### src/rtl/npn_tt_sweeper_if.sv
// npn_tt_sweeper_if: request/result bundle between a sweep requester and the
// truth-table sweeper.
//   start, perm[7:0], neg_mask[3:0], out_neg : sweep request and NPN transform
//   busy, err                                : sweeper status
//   tt[15:0], tt_valid, tt_ready             : result handshake
//   tt_ones[4:0]                             : popcount of tt (NPN_TT_ONES_EN only)
// master = requester / consumer side, slave = sweeper side.
interface npn_tt_sweeper_if;
  logic        start;
  logic [7:0]  perm;
  logic [3:0]  neg_mask;
  logic        out_neg;
  logic        busy;
  logic        err;
  logic [15:0] tt;
  logic        tt_valid;
  logic        tt_ready;
`ifdef NPN_TT_ONES_EN
  logic [4:0]  tt_ones;
`endif

  modport master (
    output start, perm, neg_mask, out_neg, tt_ready,
`ifdef NPN_TT_ONES_EN
    input  tt_ones,
`endif
    input  busy, err, tt, tt_valid
  );

  modport slave (
    input  start, perm, neg_mask, out_neg, tt_ready,
`ifdef NPN_TT_ONES_EN
    output tt_ones,
`endif
    output busy, err, tt, tt_valid
  );
endinterface

### src/rtl/npn_tt_sweeper.sv
// npn_tt_sweeper: walks an external 4-input function netlist through all 16
// minterms and collects its output y0 into a 16-bit truth table, applying a
// latched input permutation, input negation and output negation (NPN).
// Ports:
//   clk, rst   : clock, asynchronous active-high reset
//   bus        : npn_tt_sweeper_if.slave (request, status, result handshake)
//   x[3:0]     : drives x0..x3 of the netlist under test (0 when not sweeping)
//   y0         : netlist output, sampled on the last cycle of each minterm
// Parameter SETTLE (0..7): extra wait cycles per minterm before sampling.
// Optional macro NPN_TT_ONES_EN: adds bus.tt_ones, a running count of 1-samples.
module npn_tt_sweeper #(
  parameter int unsigned SETTLE = 1
) (
  input  logic                  clk,
  input  logic                  rst,
  npn_tt_sweeper_if.slave       bus,
  output logic [3:0]            x,
  input  logic                  y0
);
  localparam logic [2:0] SETTLE_C = 3'(SETTLE);

  typedef enum logic [1:0] {IDLE, APPLY, DONE} state_t;
  state_t state, state_nxt;

  logic [3:0]  m;
  logic [2:0]  scnt;
  logic [7:0]  perm_q;
  logic [3:0]  neg_q;
  logic        on_q;
  logic [15:0] tt_q;
  logic        err_q;
  logic [3:0]  hit;
  logic        perm_ok, accept, sample, last, bit_s;

  // perm is a bijection iff its four 2-bit fields cover all four indices
  always_comb begin
    hit = '0;
    for (int i = 0; i < 4; i++) hit[bus.perm[2*i +: 2]] = 1'b1;
  end
  assign perm_ok = &hit;

  assign accept = (state == IDLE) && bus.start;
  assign sample = (state == APPLY) && (scnt == SETTLE_C);
  assign last   = sample && (m == 4'd15);
  assign bit_s  = y0 ^ on_q;

  always_ff @(posedge clk or posedge rst) begin
    if (rst) state <= IDLE;
    else     state <= state_nxt;
  end

  always_comb begin
    state_nxt = state;
    case (state)
      IDLE:    if (accept && perm_ok) state_nxt = APPLY;
      APPLY:   if (last)              state_nxt = DONE;
      DONE:    if (bus.tt_ready)      state_nxt = IDLE;
      default:                        state_nxt = IDLE;
    endcase
  end

  // Config is latched on every IDLE start; on an invalid perm the FSM stays
  // in IDLE so the latched copy is never used.
  always_ff @(posedge clk or posedge rst) begin
    if (rst) begin
      m      <= '0;
      scnt   <= '0;
      perm_q <= '0;
      neg_q  <= '0;
      on_q   <= 1'b0;
      tt_q   <= '0;
      err_q  <= 1'b0;
    end else begin
      err_q <= accept && !perm_ok;
      if (accept) begin
        perm_q <= bus.perm;
        neg_q  <= bus.neg_mask;
        on_q   <= bus.out_neg;
        m      <= '0;
        scnt   <= '0;
      end
      if (state == APPLY) begin
        if (sample) begin
          scnt    <= '0;
          m       <= m + 4'd1;   // wraps to 0 after the last minterm
          tt_q[m] <= bit_s;
        end else begin
          scnt <= scnt + 3'd1;
        end
      end
    end
  end

`ifdef NPN_TT_ONES_EN
  logic [4:0] ones_q;
  always_ff @(posedge clk or posedge rst) begin
    if (rst)                     ones_q <= '0;
    else if (accept)             ones_q <= '0;
    else if (sample && bit_s)    ones_q <= ones_q + 5'd1;
  end
  assign bus.tt_ones = ones_q;
`endif

  // x[i] = m[perm[2i+1:2i]] ^ neg_mask[i], forced to 0 outside APPLY
  for (genvar i = 0; i < 4; i++) begin : g_x
    assign x[i] = (state == APPLY) && (m[perm_q[2*i +: 2]] ^ neg_q[i]);
  end

  assign bus.busy     = (state != IDLE);
  assign bus.tt_valid = (state == DONE);
  assign bus.err      = err_q;
  assign bus.tt       = tt_q;
endmodule

### src/flat_wrapper.sv
// flat-port wrapper written by rule: the top's interface ports become plain ports
module npn_tt_sweeper_flat 
#(
  parameter int unsigned SETTLE = 1
)
  (clk, rst, x, y0, bus_start, bus_perm, bus_neg_mask, bus_out_neg, bus_tt_ready, bus_busy, bus_err, bus_tt, bus_tt_valid);
  npn_tt_sweeper_if bus_i ();
  input  logic clk;
  input  logic rst;
  output logic [3:0] x;
  input  logic y0;
  input wire logic [$bits(bus_i.start)-1:0] bus_start;
  input wire logic [$bits(bus_i.perm)-1:0] bus_perm;
  input wire logic [$bits(bus_i.neg_mask)-1:0] bus_neg_mask;
  input wire logic [$bits(bus_i.out_neg)-1:0] bus_out_neg;
  input wire logic [$bits(bus_i.tt_ready)-1:0] bus_tt_ready;
  output wire logic [$bits(bus_i.busy)-1:0] bus_busy;
  output wire logic [$bits(bus_i.err)-1:0] bus_err;
  output wire logic [$bits(bus_i.tt)-1:0] bus_tt;
  output wire logic [$bits(bus_i.tt_valid)-1:0] bus_tt_valid;
  assign bus_i.start = bus_start;
  assign bus_i.perm = bus_perm;
  assign bus_i.neg_mask = bus_neg_mask;
  assign bus_i.out_neg = bus_out_neg;
  assign bus_i.tt_ready = bus_tt_ready;
  assign bus_busy = bus_i.busy;
  assign bus_err = bus_i.err;
  assign bus_tt = bus_i.tt;
  assign bus_tt_valid = bus_i.tt_valid;
  npn_tt_sweeper #(.SETTLE(SETTLE)) u_core (.clk(clk), .rst(rst), .bus(bus_i), .x(x), .y0(y0));
endmodule
### config.mk
export PLATFORM = sky130hd
export DESIGN_NAME = npn_tt_sweeper_flat
export DESIGN_NICKNAME = d
export VERILOG_FILES = /design/src/rtl/npn_tt_sweeper_if.sv /design/src/rtl/npn_tt_sweeper.sv /design/src/flat_wrapper.sv
export SDC_FILE = /design/constraint.sdc
export NUM_CORES = 1
export LEC_CHECK = 0
export CAP_MARGIN = 25
export CORE_MARGIN = 2
export CORE_UTILIZATION = 50
export DETAILED_ROUTE_END_ITERATION = 12
export PLACE_DENSITY = 0.8
export SKIP_CTS_REPAIR_TIMING = 1
export SLEW_MARGIN = 20
export SYNTH_ARGS = -nofsm -noshare
export SYNTH_HDL_FRONTEND = slang
export SYNTH_SLANG_ARGS = --single-unit
### constraint.sdc
create_clock -name clk -period 5.27 [get_ports clk]
set_clock_uncertainty 0.15 [all_clocks]
set_input_delay 1.054 -clock clk [delete_from_list [all_inputs] [get_ports clk]]
set_output_delay 1.054 -clock clk [all_outputs]
set_load 0.005 [all_outputs]
* Word-level counts from Yosys, hierarchy flattened
Cells that the tools add are included.
** Operators by class
- Multiplexer cells :: 29
- Equality and inequality tests :: 7
- $add $sub $neg :: 2
- Order comparisons :: 14
- Reduce and logical (&&, ||, !) cells :: 21
- Bitwise gates (word level) :: 8
** Operators by type and width (number)
- 2-bit by 3-bit less-than comparator with 1-bit output (second input constant) :: 8
- 16-bit bitwise mux :: 1
- 1-bit logical AND :: 14
- 4-bit 2-to-1 mux :: 3
- 4-bit OR :: 3
- 1-bit 2-to-1 mux :: 9
- 3-bit 2-to-1 mux :: 3
- 1-bit binary-select mux with 2-bit select :: 4
- 1-bit demux with 2-bit select :: 4
- 2-bit by 1-bit greater-or-equal comparator with 1-bit output (second input constant) :: 4
- 2-bit 2-to-1 mux :: 3
- 2-bit case mux with 3 select lines :: 1
- 4-bit by 5-bit less-than comparator with 1-bit output (second input constant) :: 1
- 1-bit XOR :: 5
- 4-bit by 1-bit adder with 4-bit output (second input constant) :: 1
- 1-bit demux with 4-bit select :: 1
- 4-bit equality test (second input constant) :: 1
- 4-bit by 1-bit greater-or-equal comparator with 1-bit output (second input constant) :: 1
- 2-bit != test (second input constant) :: 2
- 4-bit AND reduction :: 1
- 2-bit nonzero test :: 2
- 3-bit by 1-bit adder with 3-bit output (second input constant) :: 1
- 3-bit by 1-bit equality test with 1-bit output (second input constant) :: 1
- 3-bit AND reduction :: 1
- other kinds (6) :: 6
** Storage, ports and cells
- Register bits after elaboration :: 39
- Input bits :: 18
- Logic and storage cells :: 89
- Output and inout bits :: 23

* Logic depth before layout (Yosys ltp)
Gate-level depths: netlist of the first run.
- Depth in word-level cells :: 11
- Depth in mapped cells :: 7
- Mapped depth without buffers :: 6

* Least setup slack after synthesis of the first run
OpenSTA, ideal clock, no wires.
- Path kind :: register to output
- Start point :: register u_core.m[3]
- End point :: output port x[0]
- Stages on the path, launching flop included :: 5
- Path buffers :: 1
- Setup slack :: 2827 ps
- Arrival time :: 1239 ps
- Cells stage by stage :: dfrtp_1 -> buf_4 -> mux4_2 -> xnor2_1 -> nor2_1
** Between the ends
- Word-level cells in the longest chain between the ends :: 4
** Ends and longest elaborated chain
- start, declared :: RTL line npn_tt_sweeper.sv:25 : logic [3:0] m;
- start signal, assigned :: RTL line npn_tt_sweeper.sv:85 : m <= m + 4'd1;
- 1-bit binary-select mux with 2-bit select :: RTL line npn_tt_sweeper.sv:106 : assign x[i] = (state == APPLY) && (m[perm_q[2*i +: 2]] ^ neg_q[i]);
- 1-bit 2-to-1 mux (implied by the code) :: RTL line npn_tt_sweeper.sv:106
- 1-bit XOR :: RTL line npn_tt_sweeper.sv:106
- 1-bit logical AND :: RTL line npn_tt_sweeper.sv:106
- end, declared :: RTL line flat_wrapper.sv:10 : output logic [3:0] x;
No other way between the ends. The select of a mux whose other input is x is not followed.

* Worst setup path in the final report of the first run
- Start point :: register u_core.m[3]
- End point :: output port x[1]
Same word-level chain as after synthesis.

==> qor.txt, run 1 <==
Crit. End Element = output port
Detailed Routing Iterations Pass 1 = 4
WP depth = 4
Synth top area share = 48.1%
Setup-failing EPs final = 0
nets = 266
placement row count = 23
number of synthesized register bits = 39
class of the most critical hold timing path = reg -> reg
htree depth = 2
post-synth top area cell = dfrtp_1
clock root buffer = clkbuf_8
crit-path max cell delay = 0.56 ns
max-cap violations = 0
final setup TNS = 0 ns
Clock Latency Late Sink = 0.29 ns
Die Ht = 67.7 um
Hold Path Depth = 2
status = finished clean
crit path kind = reg -> out
post-DP HPWL = 2800 um
count leader, synth = nand2_1
Syn Area/Cell = 10.2 um^2
grt ovf = 0
Hold Startpoint = u_core.perm_q[1]
CP startpoint kind = register
multi-input logic area = 983 um^2
CP max FO = 13
total die area = 0.00458 mm^2
CP Buf/Inv Count = 1
Worst Hold End = u_core.perm_q[1]
post-placement cell count = 283
worst slew margin relative to its limit = 62.4%
Synth Cell Area = 0.00203 mm^2
Slew @ Worst Pin = 0.562 ns
Yosys cell types = 34
initial antenna violation count = 0
Post-Synthesis Cells = 198
total core area = 0.00394 mm^2
Synth Net Count = 222
Fin. Hold Viols = 0
Seq/Total Area, Yosys = 48.1%
final worst slack = 1.97 ns
Worst-path clk slew = 0.07 ns
DRC = 0
vias per inst = 5.23
Sink Count = 39
crit-path cells = mux4_2 > xnor2_1 > nor2_1 > clkdlybuf4s50_1
reg2reg start = u_core.scnt[1]
critical path required time = 4.07 ns
Worst EP arrival = 2.09 ns
Pwr Density = 487 mW/mm^2
reg2reg setup slack = 3.25 ns
average wire per standard cell = 13.7 um
fill count = 328
Antenna Cells = 0
slowest CP cell = mux4_2
peak supply drop = 218 uV
Max Transition Viols Final = 0
share of layout cells above drive strength 1 = 13.6%
EDFF count, synth = 0
final cell count without fillers = 293
Initial Utilization = 51.4%
pre-CTS setup slack = 2.18 ns
first-iteration detailed-routing DRC count = 109
I/O Buffers = 40
Ports = 41
leading cell types by count after synthesis = nand2_1 (54), dfrtp_1 (39), mux2_2 (13)
Critical R2R Capture = u_core.bus.tt[13]
Post-synth ARST share = 100%
gpl congestion = 0.793
Die Wd = 67.7 um
top cells by area, synth = dfrtp_1 (48%), nand2_1 (10%), mux2_2 (7.2%), mux4_2 (4.4%), ha_1 (3.7%)
Reg2Reg Depth = 6
Fmax = 303 MHz
total CTS buffers = 5
Area Growth Syn to Fin = 26.1%
Final period util = 62.5%
GRT Overall Usage = 20.1%
final wirelength = 4020 um
vias in the first global route = 1490
total number of vias = 1532
Final min period = 3.30 ns
largest net degree at the start of global routing = 40
first-pass GRT wire length = 6780 um
Top Family by Delay on Critical Path = multiplexers
Hold Slack = 0.348 ns
Longest Clk Path Bufs = 2
top_reg_cell synth = dfrtp_1
register area = 976 um^2
antenna viol nets, final = 0
Synth Warn # = 0
CTS tree = yes
unrepaired setup endpoints after global routing = false
leakage power = 0.00115 uW
sequential cells by signal, summed over array words and instances (netlist names):
register and flops:
u_core.bus.tt 16, u_core.perm_q 8, u_core.m 4, u_core.neg_q 4, u_core.scnt 3, u_core.state 2
u_core.bus.err 1, u_core.on_q 1
worst min-delay path, cell delays in order (launching register included):
cell,delay (ns)
dfrtp_1,0.36
nand2_1,0.05
nand2_1,0.06
report_power, final:
group          leakage [uW]  total (uW)  internal [uW]  switching [uW]
Clock             0.0000422         194           92.9             102
Combinational      0.000634         550            319             231
Sequential         0.000476         501            407            94.7
per-stage QoR:
stage	instance area, um^2	power (uW)	utilization [%]
after global routing	2560	1340	64.8
final	2560	1250	64.8
after floorplan	2030	827	-
after global placement	2460	1040	62.4
after CTS	2540	1250	64.5
after detailed placement	2460	1060	62.4
metal layers:
metal	global-route usage, %	part of all wire, %
met3	4.67	4.3
met5	0	0
met2	32.5	49
met1	26.9	46
met4	6.12	0.72
placed cells by master, fill, tap and decap left out, types with 4 or more instances in the layout:
cell type	netlist	routed
mux2_2	13	13
xnor2_1	4	4
o21ai_0	6	6
clkbuf_8	0	5
nand3_1	9	9
nor2_1	11	11
nand2_1	54	54
nand2b_1	5	5
inv_1	8	8
dfrtp_1	39	39
mux4_2	4	4
nor2b_1	7	7
clkdlybuf4s50_1	0	40
ha_1	6	6
mux2_4	4	4
logic make-up (layout without fill, tap and decap cells):
group / after synthesis / in the layout / share of synthesized area, %
simple gates: 94 / 94 / 21.4
mux: 22 / 22 / 15.1
compound gates: 17 / 17 / 5.74
buf+inv: 14 / 59 / 3.33
fa+ha+maj: 6 / 6 / 3.70
xor+xnor: 6 / 6 / 2.59
flops: 39 / 39 / 48.1
area by class of cell:
type | count | area share [%]
Multi-Input combinational cell | 145 | 38.5
Timing Repair Buffer | 43 | 16.5
Clock inverter | 1 | 0.196
Tap cell | 50 | 2.45
Inverter | 8 | 1.17
Sequential cell | 39 | 38.2
Clock buffer | 7 | 2.99
worst max path at each step:
stage,startpoint,end,slack [ns]
final,u_core.m[3],x[1],1.97
after global routing,u_core.m[3],x[1],1.87
after CTS,u_core.m[3],x[1],1.95
after detailed placement,bus_start,u_core.m[0],2.18
after global placement,bus_start,u_core.m[0],2.24
after floorplan,u_core.m[3],x[0],2.83
(Power assumes the default switching activity.)
==> inputs of run 2 (changes only) <==
clock period = 3.4 ns   (was 5.27 ns; I/O delays follow)
==> qor.txt, run 2 (synthesis results as in run 1) <==
status = finished clean (unchanged)
max-cap violations = 0 (unchanged)
unrepaired setup endpoints after global routing = false (unchanged)
Initial Utilization = 51.4% (unchanged)
CP max FO = 13 (unchanged)
max reg flops = 16 (unchanged)
Fin. Hold Viols = 0 (unchanged)
crit path kind = reg -> out (unchanged)
htree depth = 2 (unchanged)
Area Growth Syn to Fin = 27.9% (was 26.1%)
final worst slack = 0.505 ns (was 1.97 ns)
Crit. End Element = output port (unchanged)
vias in the first global route = 1507 (was 1490)
antenna viol nets, final = 0 (unchanged)
Detailed Routing Iterations Pass 1 = 4 (unchanged)
DRC = 0 (unchanged)
Max Transition Viols Final = 0 (unchanged)
Pwr Density = 787 mW/mm^2 (was 487 mW/mm^2)
slowest CP cell = dfrtp_1 (was mux4_2)
Antenna Cells = 0 (unchanged)
worst slew margin relative to its limit = 61.2% (was 62.4%)
Slew @ Worst Pin = 0.580 ns (was 0.562 ns)
total die area = 0.00458 mm^2 (unchanged)
first-pass GRT wire length = 7030 um (was 6780 um)
critical path required time = 2.57 ns (was 4.07 ns)
Die Wd = 67.7 um (unchanged)
share of layout cells above drive strength 1 = 14.4% (was 13.6%)
grt ovf = 0 (unchanged)
average wire per standard cell = 14.1 um (was 13.7 um)
Die Ht = 67.7 um (unchanged)
total number of vias = 1530 (was 1532)
pre-CTS setup slack = 0.803 ns (was 2.18 ns)
CP Buf/Inv Count = 1 (unchanged)
vias per inst = 5.22 (was 5.23)
total CTS buffers = 5 (unchanged)
largest net degree at the start of global routing = 40 (unchanged)
gpl congestion = 0.831 (was 0.793)
Sink Count = 39 (unchanged)
crit-path cells = mux4_2 > xnor2_1 > nor2_1 > clkdlybuf4s50_1 (unchanged)
post-placement cell count = 285 (was 283)
leakage power = 0.00117 uW (was 0.00115 uW)
Longest Clk Path Bufs = 2 (unchanged)
peak supply drop = 345 uV (was 218 uV)
most frequent cells in the layout = nand2_1 (54), clkdlybuf4s50_1 (40), dfrtp_1 (39) (unchanged)
GRT Overall Usage = 21.0% (was 20.1%)
CP startpoint kind = register (unchanged)
crit-path max cell delay = 0.52 ns (was 0.56 ns)
initial antenna violation count = 0 (unchanged)
Clock Latency Late Sink = 0.29 ns (about the same)
Worst-path clk slew = 0.07 ns (about the same)
final wirelength = 4120 um (was 4020 um)
nets = 266 (unchanged)
total power = 2040 uW (was 1250 uW)
final setup TNS = 0 ns (unchanged)
clock root buffer = clkbuf_8 (unchanged)
post-DP HPWL = 3050 um (was 2800 um)
commonest non-fill, non-tap cell in the layout = nand2_1 (unchanged)
total core area = 0.00394 mm^2 (unchanged)
Top Family by Delay on Critical Path = flip-flops (was multiplexers)
Worst EP arrival = 2.06 ns (was 2.09 ns)
CTS tree = yes (unchanged)
Ports = 41 (unchanged)
class of the most critical hold timing path = reg -> reg (unchanged)
I/O Buffers = 40 (unchanged)
Final period util = 85.1%
first-iteration detailed-routing DRC count = 74 (was 109)
Setup-failing EPs final = 0 (unchanged)
Final min period = 2.89 ns
placement row count = 23 (unchanged)
Fmax = 345 MHz
final cell count without fillers = 293 (unchanged)
fill count = 325 (was 328)
## run 2: routing by layer
metal / track usage [%] / vias to the layer above / part of all wire, %
li1: - / 751 / -
met1: 27.6 / 729 / 44
met2: 32.6 / 37 / 50
met3: 4.83 / 13 / 3.6
met4: 10.2 / 0 / 3.1
met5: 0 / - / 0
## run 2: layout make-up
class / count / area [um^2] / area share (%)
Clock inverter: 2 / 35.0 / 1.35
Multi-Input combinational cell: 145 / 983 / 37.9
Clock buffer: 6 / 82.6 / 3.19
Timing Repair Buffer: 43 / 423 / 16.3
Sequential cell: 39 / 976 / 37.6
Inverter: 8 / 30.0 / 1.16
Tap cell: 50 / 62.6 / 2.41
## run 2: tightest hold or removal path: stages (launching register included)
cell	delay, ns
dfrtp_1	0.36
nand2_1	0.05
nand2_1	0.05
## run 2: per-stage QoR
step / hold slack [ns] / instance area [um^2] / utilization [%]
final: 0.345 / 2590 / 65.8
after detailed placement: 0.334 / 2470 / 62.8
after CTS: 0.351 / 2590 / 65.8
after floorplan: 0.304 / 2030 / -
after global placement: 0.333 / 2470 / 62.8
after global routing: 0.369 / 2590 / 65.8
## run 2: worst paths after layout
kind                                 from           endpoint  slack, ns  cells past startpoint
min reg2reg                   u_core.on_q        u_core.on_q       0.35                      2
min                           u_core.on_q        u_core.on_q       0.35                      2
max in group asynchronous             rst    u_core.neg_q[2]       2.10                      3
min in group asynchronous             rst   u_core.bus.tt[7]       0.65                      3
max reg2reg                u_core.scnt[1]  u_core.bus.tt[14]       1.35                      6
max                           u_core.m[2]               x[1]       0.51                      4
## run 2: where the power goes
part	total (uW)	leakage (uW)	switching (uW)	internal, uW
Clock	393	0.0000612	156	237
Combinational	867	0.000635	370	497
Sequential	780	0.000476	150	630
Total	2040	0.00117	675	1360
==> inputs of run 3 (changes only) <==
CAP_MARGIN = not set   (was 25)
PLACE_DENSITY = 0.87   (was 0.8)
==> qor.txt, run 3 (synthesis results as in run 1) <==
Hold Startpoint = u_core.on_q (unchanged)
Fmax = 346 MHz (was 345 MHz)
I/O Buffers = 40 (unchanged)
critical path required time = 2.57 ns (about the same)
Worst-path clk slew = 0.07 ns (about the same)
Detailed Routing Iterations Pass 1 = 4 (unchanged)
initial antenna violation count = 0 (unchanged)
CTS tree = yes (unchanged)
final wirelength = 4110 um (was 4120 um)
final worst slack = 0.509 ns (was 0.505 ns)
reg2reg setup slack = 1.32 ns (was 1.35 ns)
first-iteration detailed-routing DRC count = 69 (was 74)
htree depth = 2 (unchanged)
Die Wd = 67.7 um (unchanged)
leakage power = 0.00116 uW (was 0.00117 uW)
total die area = 0.00458 mm^2 (unchanged)
gpl congestion = 0.827 (was 0.831)
Initial Utilization = 51.4% (unchanged)
clock root buffer = clkbuf_8 (unchanged)
total number of vias = 1540 (was 1530)
Longest Clk Path Bufs = 2 (unchanged)
largest net degree at the start of global routing = 40 (unchanged)
crit path kind = reg -> out (unchanged)
multi-input logic area = 983 um^2 (unchanged)
total CTS buffers = 5 (unchanged)
share of layout cells above drive strength 1 = 14.4% (unchanged)
status = finished clean (unchanged)
Max Transition Viols Final = 0 (unchanged)
Worst EP arrival = 2.06 ns (about the same)
worst slew margin relative to its limit = 62.5% (was 61.2%)
CP max FO = 13 (unchanged)
Final min period = 2.89 ns (about the same)
total power = 1990 uW (was 2040 uW)
Critical R2R Capture = u_core.bus.tt[13] (was u_core.bus.tt[14])
Die Ht = 67.7 um (unchanged)
Final period util = 85.0% (was 85.1%)
post-DP HPWL = 3090 um (was 3050 um)
total core area = 0.00394 mm^2 (unchanged)
peak supply drop = 341 uV (was 345 uV)
grt ovf = 0 (unchanged)
vias in the first global route = 1501 (was 1507)
Fin. Hold Viols = 0 (unchanged)
Sink Count = 39 (unchanged)
average wire per standard cell = 14.0 um (was 14.1 um)
fill count = 306 (was 325)
reg2reg start = u_core.scnt[1] (unchanged)
final setup TNS = 0 ns (unchanged)
register area = 976 um^2 (unchanged)
max reg flops = 16 (unchanged)
DRC = 0 (unchanged)
most frequent cells in the layout = nand2_1 (54), clkdlybuf4s50_1 (40), dfrtp_1 (39) (unchanged)
Slew @ Worst Pin = 0.560 ns (was 0.580 ns)
first-pass GRT wire length = 6810 um (was 7030 um)
Worst Hold End = u_core.on_q (unchanged)
CP startpoint kind = register (unchanged)
unrepaired setup endpoints after global routing = false (unchanged)
utilization after layout = 65.4% (was 65.8%)
Antenna Cells = 0 (unchanged)
commonest non-fill, non-tap cell in the layout = nand2_1 (unchanged)
nets = 266 (unchanged)
Ports = 41 (unchanged)
Setup-failing EPs final = 0 (unchanged)
placement row count = 23 (unchanged)
Reg2Reg Depth = 6 (unchanged)
Crit. End Element = output port (unchanged)
vias per inst = 5.26 (was 5.22)
max-cap violations = 0 (unchanged)
antenna viol nets, final = 0 (unchanged)
GRT Overall Usage = 20.4% (was 21.0%)
Pwr Density = 772 mW/mm^2 (was 787 mW/mm^2)
pre-CTS setup slack = 0.830 ns (was 0.803 ns)
class of the most critical hold timing path = reg -> reg (unchanged)
Area Growth Syn to Fin = 27.2% (was 27.9%)
Clock Latency Late Sink = 0.30 ns (was 0.29 ns)
Hold Path Depth = 2 (unchanged)
## run 3: worst max-delay path: stages, from the launching register on
cell	delay [ns]
dfrtp_1	0.51
mux4_2	0.52
xnor2_1	0.14
nor2_1	0.09
clkdlybuf4s50_1	0.51
## run 3: metal layers
layer	routed length [um]	GRT usage, %	vias up
li1	-	-	756
met1	1810	26.3	741
met2	2060	32.7	37
met3	175	4.33	6
met4	61	9.69	0
met5	0	0	-
## run 3: cell type report
| cell class | count | area share [%] |
|---|---|---|
| clock buffer | 7 | 3.74 |
| tap | 50 | 2.43 |
| sequential | 39 | 37.8 |
| multi-input combinational | 145 | 38.1 |
| clock inverter | 1 | 0.291 |
| inverter | 8 | 1.16 |
| timing repair buffer | 43 | 16.4 |
## run 3: power by group
group / internal, uW / total [uW] / switching (uW)
logic: 497 / 870 / 373
registers: 630 / 776 / 146
clock network: 184 / 344 / 160
## run 3: how the worst max path moves through the flow
| stage | start | endpoint | slack (ns) | cells after the start |
|---|---|---|---|---|
| 6_report | u_core.m[2] | x[1] | 0.51 | 4 |
| 2_1_floorplan | u_core.m[3] | x[0] | 1.33 | 4 |
| 4_1_cts | u_core.m[2] | x[1] | 0.50 | 4 |
| 3_5_place_dp | u_core.m[2] | x[0] | 0.83 | 4 |
| 3_3_place_gp | u_core.m[2] | x[0] | 0.84 | 4 |
| 5_1_grt | u_core.m[2] | x[2] | 0.40 | 4 |
## run 3: metrics by stage
| stage | hold slack (ns) | instance area, um^2 | cells |
|---|---|---|---|
| after floorplan | 0.304 | 2030 | 198 |
| after detailed placement | 0.342 | 2470 | 285 |
| after global routing | 0.377 | 2580 | 293 |
| final | 0.351 | 2580 | 293 |
| after global placement | 0.333 | 2470 | 285 |
| after CTS | 0.360 | 2580 | 293 |
